**src/rtl/exec_hazard_ctrl_if.sv**
```systemverilog
// exec_hazard_ctrl_if: decode/execute/writeback signals exchanged with the hazard controller
interface exec_hazard_ctrl_if #(
    parameter int NREGS = 16
);
    localparam int IW = $clog2(NREGS);
    logic             id_valid_i;
    logic [IW-1:0]    id_src1_i;
    logic [IW-1:0]    id_src2_i;
    logic             id_src1_en_i;
    logic             id_src2_en_i;
    logic [IW-1:0]    id_dst_i;
    logic             id_wr_en_i;
    logic             id_is_load_i;
    logic             ex_branch_taken_i;
    logic             wb_valid_i;
    logic [IW-1:0]    wb_dst_i;
    logic             mem_wait_i;
    logic             stall_if_o;
    logic             stall_id_o;
    logic             stall_ex_o;
    logic             bubble_ex_o;
    logic             flush_o;
    logic [NREGS-1:0] busy_o;
    logic [1:0]       state_o;

    modport master (
        output id_valid_i, id_src1_i, id_src2_i, id_src1_en_i, id_src2_en_i,
               id_dst_i, id_wr_en_i, id_is_load_i, ex_branch_taken_i,
               wb_valid_i, wb_dst_i, mem_wait_i,
        input  stall_if_o, stall_id_o, stall_ex_o, bubble_ex_o, flush_o,
               busy_o, state_o
    );

    modport slave (
        input  id_valid_i, id_src1_i, id_src2_i, id_src1_en_i, id_src2_en_i,
               id_dst_i, id_wr_en_i, id_is_load_i, ex_branch_taken_i,
               wb_valid_i, wb_dst_i, mem_wait_i,
        output stall_if_o, stall_id_o, stall_ex_o, bubble_ex_o, flush_o,
               busy_o, state_o
    );
endinterface

```
**src/rtl/exec_hazard_ctrl.sv**
```systemverilog
// exec_hazard_ctrl: execute-stage hazard scoreboard, flush sequencer and memory freeze.
// Optional macro EXEC_FORWARD_EN: only load-use stalls (one bubble); scoreboard/WAW cap kept.
module exec_hazard_ctrl #(
    parameter int NREGS        = 16,
    parameter int FLUSH_CYCLES = 2
) (
    input logic               clk_i,
    input logic               rst_ni,
    exec_hazard_ctrl_if.slave bus
);
    typedef enum logic [1:0] {RUN = 2'd0, FLUSH = 2'd1, FREEZE = 2'd2} state_t;

    localparam logic [1:0] FC_LOAD = 2'(FLUSH_CYCLES - 1);

    state_t           state, state_nxt;
    logic [1:0]       fcnt, fcnt_nxt;
    logic             pend, pend_nxt;
    logic [1:0]       cnt [NREGS];
    logic [NREGS-1:0] inc_v, dec_v;
    logic             frz, start, flush, raw, waw, haz, issue;

    // Memory wait dominates everything; a branch seen while frozen is remembered in pend
    assign frz   = bus.mem_wait_i;
    assign start = ~frz & (bus.ex_branch_taken_i | pend);
    assign flush = ~frz & (start | (state == FLUSH));

`ifdef EXEC_FORWARD_EN
    localparam int IW = $clog2(NREGS);
    logic          ld_v;
    logic [IW-1:0] ld_dst;

    assign raw = bus.id_valid_i & ld_v &
                 ((bus.id_src1_en_i & (bus.id_src1_i == ld_dst)) |
                  (bus.id_src2_en_i & (bus.id_src2_i == ld_dst)));

    // Remember a load issued last cycle so its consumer takes exactly one bubble
    always_ff @(posedge clk_i or negedge rst_ni) begin
        if (!rst_ni) begin
            ld_v   <= 1'b0;
            ld_dst <= '0;
        end else if (flush) begin
            ld_v   <= 1'b0;
        end else if (!frz) begin
            ld_v   <= issue & bus.id_is_load_i & bus.id_wr_en_i;
            ld_dst <= bus.id_dst_i;
        end
    end
`else
    logic unused_ok;
    assign unused_ok = bus.id_is_load_i;
    assign raw = bus.id_valid_i &
                 ((bus.id_src1_en_i & (|cnt[bus.id_src1_i])) |
                  (bus.id_src2_en_i & (|cnt[bus.id_src2_i])));
`endif

    assign waw   = bus.id_valid_i & bus.id_wr_en_i & (cnt[bus.id_dst_i] == 2'd3);
    assign haz   = raw | waw;
    assign issue = bus.id_valid_i & ~frz & ~flush & ~haz;
    assign inc_v = (issue & bus.id_wr_en_i) ? (NREGS'(1) << bus.id_dst_i) : '0;
    assign dec_v = bus.wb_valid_i ? (NREGS'(1) << bus.wb_dst_i) : '0;

    // Flush suppresses the hazard stall since decode is being squashed; outputs forced low in reset
    assign bus.stall_if_o  = rst_ni & (frz | (~flush & haz));
    assign bus.stall_id_o  = rst_ni & (frz | (~flush & haz));
    assign bus.stall_ex_o  = rst_ni & frz;
    assign bus.bubble_ex_o = rst_ni & ~frz & ~flush & haz;
    assign bus.flush_o     = rst_ni & flush;
    assign bus.state_o     = state;

    // Busy view: a register is busy while any write to it is in flight
    always_comb begin
        bus.busy_o = '0;
        for (int n = 0; n < NREGS; n++) bus.busy_o[n] = |cnt[n];
    end

    // Scoreboard counters; issue and retire to the same register cancel, retire at zero is dropped
    always_ff @(posedge clk_i or negedge rst_ni) begin
        if (!rst_ni) begin
            for (int n = 0; n < NREGS; n++) cnt[n] <= '0;
        end else begin
            for (int n = 0; n < NREGS; n++) begin
                if (inc_v[n] & ~dec_v[n]) cnt[n] <= cnt[n] + 2'd1;
                else if (dec_v[n] & ~inc_v[n] & (|cnt[n])) cnt[n] <= cnt[n] - 2'd1;
            end
        end
    end

    // Sequencer state register
    always_ff @(posedge clk_i or negedge rst_ni) begin
        if (!rst_ni) begin
            state <= RUN;
            fcnt  <= '0;
            pend  <= 1'b0;
        end else begin
            state <= state_nxt;
            fcnt  <= fcnt_nxt;
            pend  <= pend_nxt;
        end
    end

    // Next state: freeze holds a running flush, a new branch (re)starts it, otherwise count down
    always_comb begin
        state_nxt = RUN;
        fcnt_nxt  = fcnt;
        pend_nxt  = frz & (pend | bus.ex_branch_taken_i);
        if (frz) begin
            state_nxt = (state == FLUSH) ? FLUSH : FREEZE;
        end else if (start) begin
            state_nxt = (FLUSH_CYCLES > 1) ? FLUSH : RUN;
            fcnt_nxt  = FC_LOAD;
        end else if (state == FLUSH) begin
            state_nxt = (fcnt <= 2'd1) ? RUN : FLUSH;
            fcnt_nxt  = fcnt - 2'd1;
        end
    end
endmodule

```
**src/flat_wrapper.sv**
```systemverilog
// flat-port wrapper written by rule: the top's interface ports become plain ports
module exec_hazard_ctrl_flat 
#(
    parameter int NREGS        = 16,
    parameter int FLUSH_CYCLES = 2
)
  (clk_i, rst_ni, bus_id_valid_i, bus_id_src1_i, bus_id_src2_i, bus_id_src1_en_i, bus_id_src2_en_i, bus_id_dst_i, bus_id_wr_en_i, bus_id_is_load_i, bus_ex_branch_taken_i, bus_wb_valid_i, bus_wb_dst_i, bus_mem_wait_i, bus_stall_if_o, bus_stall_id_o, bus_stall_ex_o, bus_bubble_ex_o, bus_flush_o, bus_busy_o, bus_state_o);
  exec_hazard_ctrl_if #(.NREGS(NREGS)) bus_i ();
  input logic clk_i;
  input logic rst_ni;
  input wire logic [$bits(bus_i.id_valid_i)-1:0] bus_id_valid_i;
  input wire logic [$bits(bus_i.id_src1_i)-1:0] bus_id_src1_i;
  input wire logic [$bits(bus_i.id_src2_i)-1:0] bus_id_src2_i;
  input wire logic [$bits(bus_i.id_src1_en_i)-1:0] bus_id_src1_en_i;
  input wire logic [$bits(bus_i.id_src2_en_i)-1:0] bus_id_src2_en_i;
  input wire logic [$bits(bus_i.id_dst_i)-1:0] bus_id_dst_i;
  input wire logic [$bits(bus_i.id_wr_en_i)-1:0] bus_id_wr_en_i;
  input wire logic [$bits(bus_i.id_is_load_i)-1:0] bus_id_is_load_i;
  input wire logic [$bits(bus_i.ex_branch_taken_i)-1:0] bus_ex_branch_taken_i;
  input wire logic [$bits(bus_i.wb_valid_i)-1:0] bus_wb_valid_i;
  input wire logic [$bits(bus_i.wb_dst_i)-1:0] bus_wb_dst_i;
  input wire logic [$bits(bus_i.mem_wait_i)-1:0] bus_mem_wait_i;
  output wire logic [$bits(bus_i.stall_if_o)-1:0] bus_stall_if_o;
  output wire logic [$bits(bus_i.stall_id_o)-1:0] bus_stall_id_o;
  output wire logic [$bits(bus_i.stall_ex_o)-1:0] bus_stall_ex_o;
  output wire logic [$bits(bus_i.bubble_ex_o)-1:0] bus_bubble_ex_o;
  output wire logic [$bits(bus_i.flush_o)-1:0] bus_flush_o;
  output wire logic [$bits(bus_i.busy_o)-1:0] bus_busy_o;
  output wire logic [$bits(bus_i.state_o)-1:0] bus_state_o;
  assign bus_i.id_valid_i = bus_id_valid_i;
  assign bus_i.id_src1_i = bus_id_src1_i;
  assign bus_i.id_src2_i = bus_id_src2_i;
  assign bus_i.id_src1_en_i = bus_id_src1_en_i;
  assign bus_i.id_src2_en_i = bus_id_src2_en_i;
  assign bus_i.id_dst_i = bus_id_dst_i;
  assign bus_i.id_wr_en_i = bus_id_wr_en_i;
  assign bus_i.id_is_load_i = bus_id_is_load_i;
  assign bus_i.ex_branch_taken_i = bus_ex_branch_taken_i;
  assign bus_i.wb_valid_i = bus_wb_valid_i;
  assign bus_i.wb_dst_i = bus_wb_dst_i;
  assign bus_i.mem_wait_i = bus_mem_wait_i;
  assign bus_stall_if_o = bus_i.stall_if_o;
  assign bus_stall_id_o = bus_i.stall_id_o;
  assign bus_stall_ex_o = bus_i.stall_ex_o;
  assign bus_bubble_ex_o = bus_i.bubble_ex_o;
  assign bus_flush_o = bus_i.flush_o;
  assign bus_busy_o = bus_i.busy_o;
  assign bus_state_o = bus_i.state_o;
  exec_hazard_ctrl #(.NREGS(NREGS), .FLUSH_CYCLES(FLUSH_CYCLES)) u_core (.clk_i(clk_i), .rst_ni(rst_ni), .bus(bus_i));
endmodule
```
**config.mk**
```make
export PLATFORM = sky130hd
export DESIGN_NAME = exec_hazard_ctrl_flat
export DESIGN_NICKNAME = d
export VERILOG_FILES = /design/src/rtl/exec_hazard_ctrl_if.sv /design/src/rtl/exec_hazard_ctrl.sv /design/src/flat_wrapper.sv
export SDC_FILE = /design/constraint.sdc
export NUM_CORES = 1
export LEC_CHECK = 0
export CELL_PAD_IN_SITES_DETAIL_PLACEMENT = 1
export CELL_PAD_IN_SITES_GLOBAL_PLACEMENT = 2
export CORE_MARGIN = 3
export CORE_UTILIZATION = 32
export CTS_CLUSTER_DIAMETER = 80
export DETAILED_ROUTE_END_ITERATION = 12
export PLACE_DENSITY_LB_ADDON = 0.08
export SETUP_SLACK_MARGIN = 0.02
export SYNTH_ARGS = -nofsm -noshare
export SYNTH_HDL_FRONTEND = slang
export SYNTH_SLANG_ARGS = --single-unit
```
**constraint.sdc**
```tcl
create_clock -name clk_i -period 3.14 [get_ports clk_i]
set_input_delay 0.628 -clock clk_i [delete_from_list [all_inputs] [get_ports clk_i]]
set_output_delay 0.628 -clock clk_i [all_outputs]
set_load 0.02 [all_outputs]
```
==> key figures <==
Drt
  • Post-DR wirelength/cell: 18.0 um
  • 1st-iter DRT viols: 99
  • Detail Route Antenna Nets: 0
  • Residual DRC: 0
  • Pre-antenna DRT Iters: 4
  • WL final: 11,300 um
  • Vias: 3,314
  • Via density: 5.29

STA
  • Final period util: 96.9%
  • Post-layout min period: 3040 ps
  • Setup slack after layout: 98.5 ps
  • Worst slew pin tran: 546 ps
  • Relative slew slack: 63.3%
  • Slew Limit Fails: 0
  • Highest Clock Rate: 329 MHz
  • Setup violators final: 0
  • Hold Fails Final Rpt: 0
  • Clk_skew: 9.26 ps

Logic synthesis
  • Post-Synth Adder-Cell Area: 0.407%
  • Ys flop type: dfrtp_1
  • Syn_nets: 393
  • Mapped cell area: 3070 sq um
  • Post-Synth Simple-Gate Area: 38.1%
  • Most frequent cell after synthesis: nand2_1
  • Avg Inst Size Synth: 8.39 sq um
  • Flops & latches, synth: 37
  • Yosys cell types: 48
  • FFs w/ async S/R, synth: 100%
  • Top cells by area, synth: dfrtp_1, nand2_1, mux4_2
  • Synth Area in XOR/XNOR: 0.856%
  • Mux contribution to synthesized area: 6.40%
  • Post-synth EDFFs: 0
  • Yosys warnings: 0
  • Post-synth top cells: nand2_1, dfrtp_1, o21ai_0, nor2_1, nor3_1
  • Complex-gate fraction of the synthesized area: 20.2%
  • Sequential area share after synthesis: 30.2%
  • Synth top area share: 30.2%
  • Dominant cell type by area after synthesis: dfrtp_1
  • Main combinational cell family by area after synthesis: simple AND/OR/NAND/NOR gates
  • Post-Syn Instances: 366

Finish
  • Final net count: 524
  • Share of cells above drive strength 1: 29.9%
  • Area growth syn-to-layout: 43.8%
  • Filler instances: 1,145
  • Fin area: 4410 sq um
  • Layout Cells excl Fill: 627
  • Util after Layout: 47.5%
  • Antenna cells: 0

Placed design
  • Routability Congestion: 0.827
  • PortBufs: 47
  • Post-Place Cells: 610
  • Post-Place Setup Slack: -761 ps
  • Hpwl dp: 9070 um
  • Placed cell area: 4240 sq um

GRT
  • Initial antenna violation count: 0
  • Vias in the first global route: 3,538
  • Largest net degree at the start of global routing: 28
  • GRT Util Overall: 21.5%
  • Grt total ovfl: 0
  • First-pass GRT wire length: 18,700 um

Floorplan
  • Die Area: 10,800 sq um
  • Die X-Extent: 104 um
  • Ports: 49
  • Row count: 35
  • Die Y: 104 um
  • Initial Util: 33.1%
  • Core ar.: 9280 sq um

Setup path
  • CP Cell Sequence: or2_1 > mux4_2 > or2_4 > a32oi_4 > a311o_1 > nand2b_4 > buf_2
  • Crit. End Element: primary output
  • R2r startpoint: u_core.cnt[26]$_DFFE_PN0P_
  • Critical-path top delay cell: mux4_2
  • Classification of the worst setup path: reg2out
  • Critical Path RT: 2510 ps
  • Crit-path max cell delay: 460 ps
  • RR Endpoint: u_core.cnt[30]$_DFFE_PN0P_
  • R2R setup slack: 230 ps
  • Data arrival time of the worst path: 2410 ps
  • CP max FO: 3
  • Critical Path Source Type: flip-flop
  • FF-to-FF path depth: 11

CTS
  • # hold bufs at CTS: 0
  • Clock-pin transition on the worst setup and hold timing paths: 90 ps
  • Root buf cell: clkbuf_8
  • CTS tree: yes
  • H-tree Lvls: 2
  • Clock latency on the worst-skew pair: 290 ps
  • Max clock buf depth: 2
  • CTS buffer count: 5
  • CTS Sinks: 37

Min path
  • Worst min path class: in2async

Run
  • Number of max-cap violations: 0

Power and ir drop
  • Power per cell area: 328 nW/um^2
  • Pleak: 2.01 nW
  • Worst vdd ir: 0.000211 V
  • Final Total Pwr: 1.45 mW

Run status
  • Status: finished clean
==> state kept, by name, summed over array words and instances (netlist names) <==
signal / cells
u_core.cnt: 32
u_core.bus.state_o: 2
u_core.fcnt: 2
u_core.pend: 1
==> report_power, final <==
group          switching [mW]  total, mW  internal, mW
sequential             0.0341      0.556         0.522
combinational           0.279      0.545         0.267
clock                   0.191      0.346         0.155
total                   0.504       1.45         0.943
==> cell type report <==
cell class	instances	area, sq um	area share (%)
clock buffers	6	72.6	1.64
well taps	129	161	3.66
inverters	11	41.3	0.935
flip-flops and latches	37	926	21.0
multi-input cells	304	2090	47.3
repair buffers	138	1110	25.3
clock inverters	2	10.0	0.227
==> layout by cell type (no fill, tap or decap), drive strengths merged, types with 6 or more instances in the layout <==
cell type      count
buf               98
nand2             42
dfrtp             37
clkdlybuf4s50     34
o21ai             25
nor2              23
nor3              22
o21bai            16
nand4             16
or2               16
o211ai            15
nand3             14
or3               14
nor2b             14
inv               11
and2              10
nand2b            10
and3b              8
clkbuf             8
nor3b              6
mux4               6
==> logic make-up (layout without fill, tap and decap cells) <==
| logic type | count (synthesis) | in the layout |
|---|---|---|
| xor+xnor | 3 | 3 |
| simple gates | 204 | 204 |
| flops | 37 | 37 |
| mux | 12 | 12 |
| buf+inv | 25 | 157 |
| fa+ha+maj | 1 | 1 |
| compound gates | 84 | 84 |
==> worst max-delay path: cells and delay by family, from the launching register on <==
family / cells / cell delay [ps]
AND/OR/NAND/NOR: 3 / 620
AO/OA/AOI/OAI: 2 / 480
multiplexers: 1 / 460
flip-flops: 1 / 410
buffers and inverters: 1 / 160
==> metrics by stage <==
| stage | setup TNS (ps) | hold slack (ps) |
|---|---|---|
| global route | -16.0 | 292 |
| CTS | 0 | 286 |
| floorplan | 0 | 332 |
| detailed placement | -3940 | 541 |
| global placement | -2810 | 512 |
| finish | 0 | 288 |
==> worst max path at each step <==
| stage | start | endpoint | slack, ps |
|---|---|---|---|
| 3_5_place_dp | bus_id_dst_i[0] | bus_bubble_ex_o | -760 |
| 2_1_floorplan | bus_id_src2_i[2] | bus_bubble_ex_o | 5 |
| 6_report | u_core.cnt[26]$_DFFE_PN0P_ | bus_stall_if_o | 100 |
| 4_1_cts | bus_id_dst_i[0] | bus_bubble_ex_o | 30 |
| 3_3_place_gp | bus_id_dst_i[0] | bus_bubble_ex_o | -730 |
| 5_1_grt | u_core.cnt[26]$_DFFE_PN0P_ | bus_bubble_ex_o | -6 |
==> per-layer routing <==
layer | global-route usage [%] | vias to the layer above | routed length (um)
li1 | - | 1612 | -
met1 | 28.1 | 1639 | 5070
met2 | 37.8 | 50 | 5720
met3 | 2.73 | 13 | 350
met4 | 4.65 | 0 | 178
met5 | 0 | - | 0
==> repair_timing <==
item | CTS | global route
buffers inserted | 5 | 3
gates cloned | 1 | 0
pin swaps | 8 | 5
resized for setup | 41 | 12
setup endpoints to repair | 3 | 3
No activity file was read; power rests on OpenSTA's default activity.
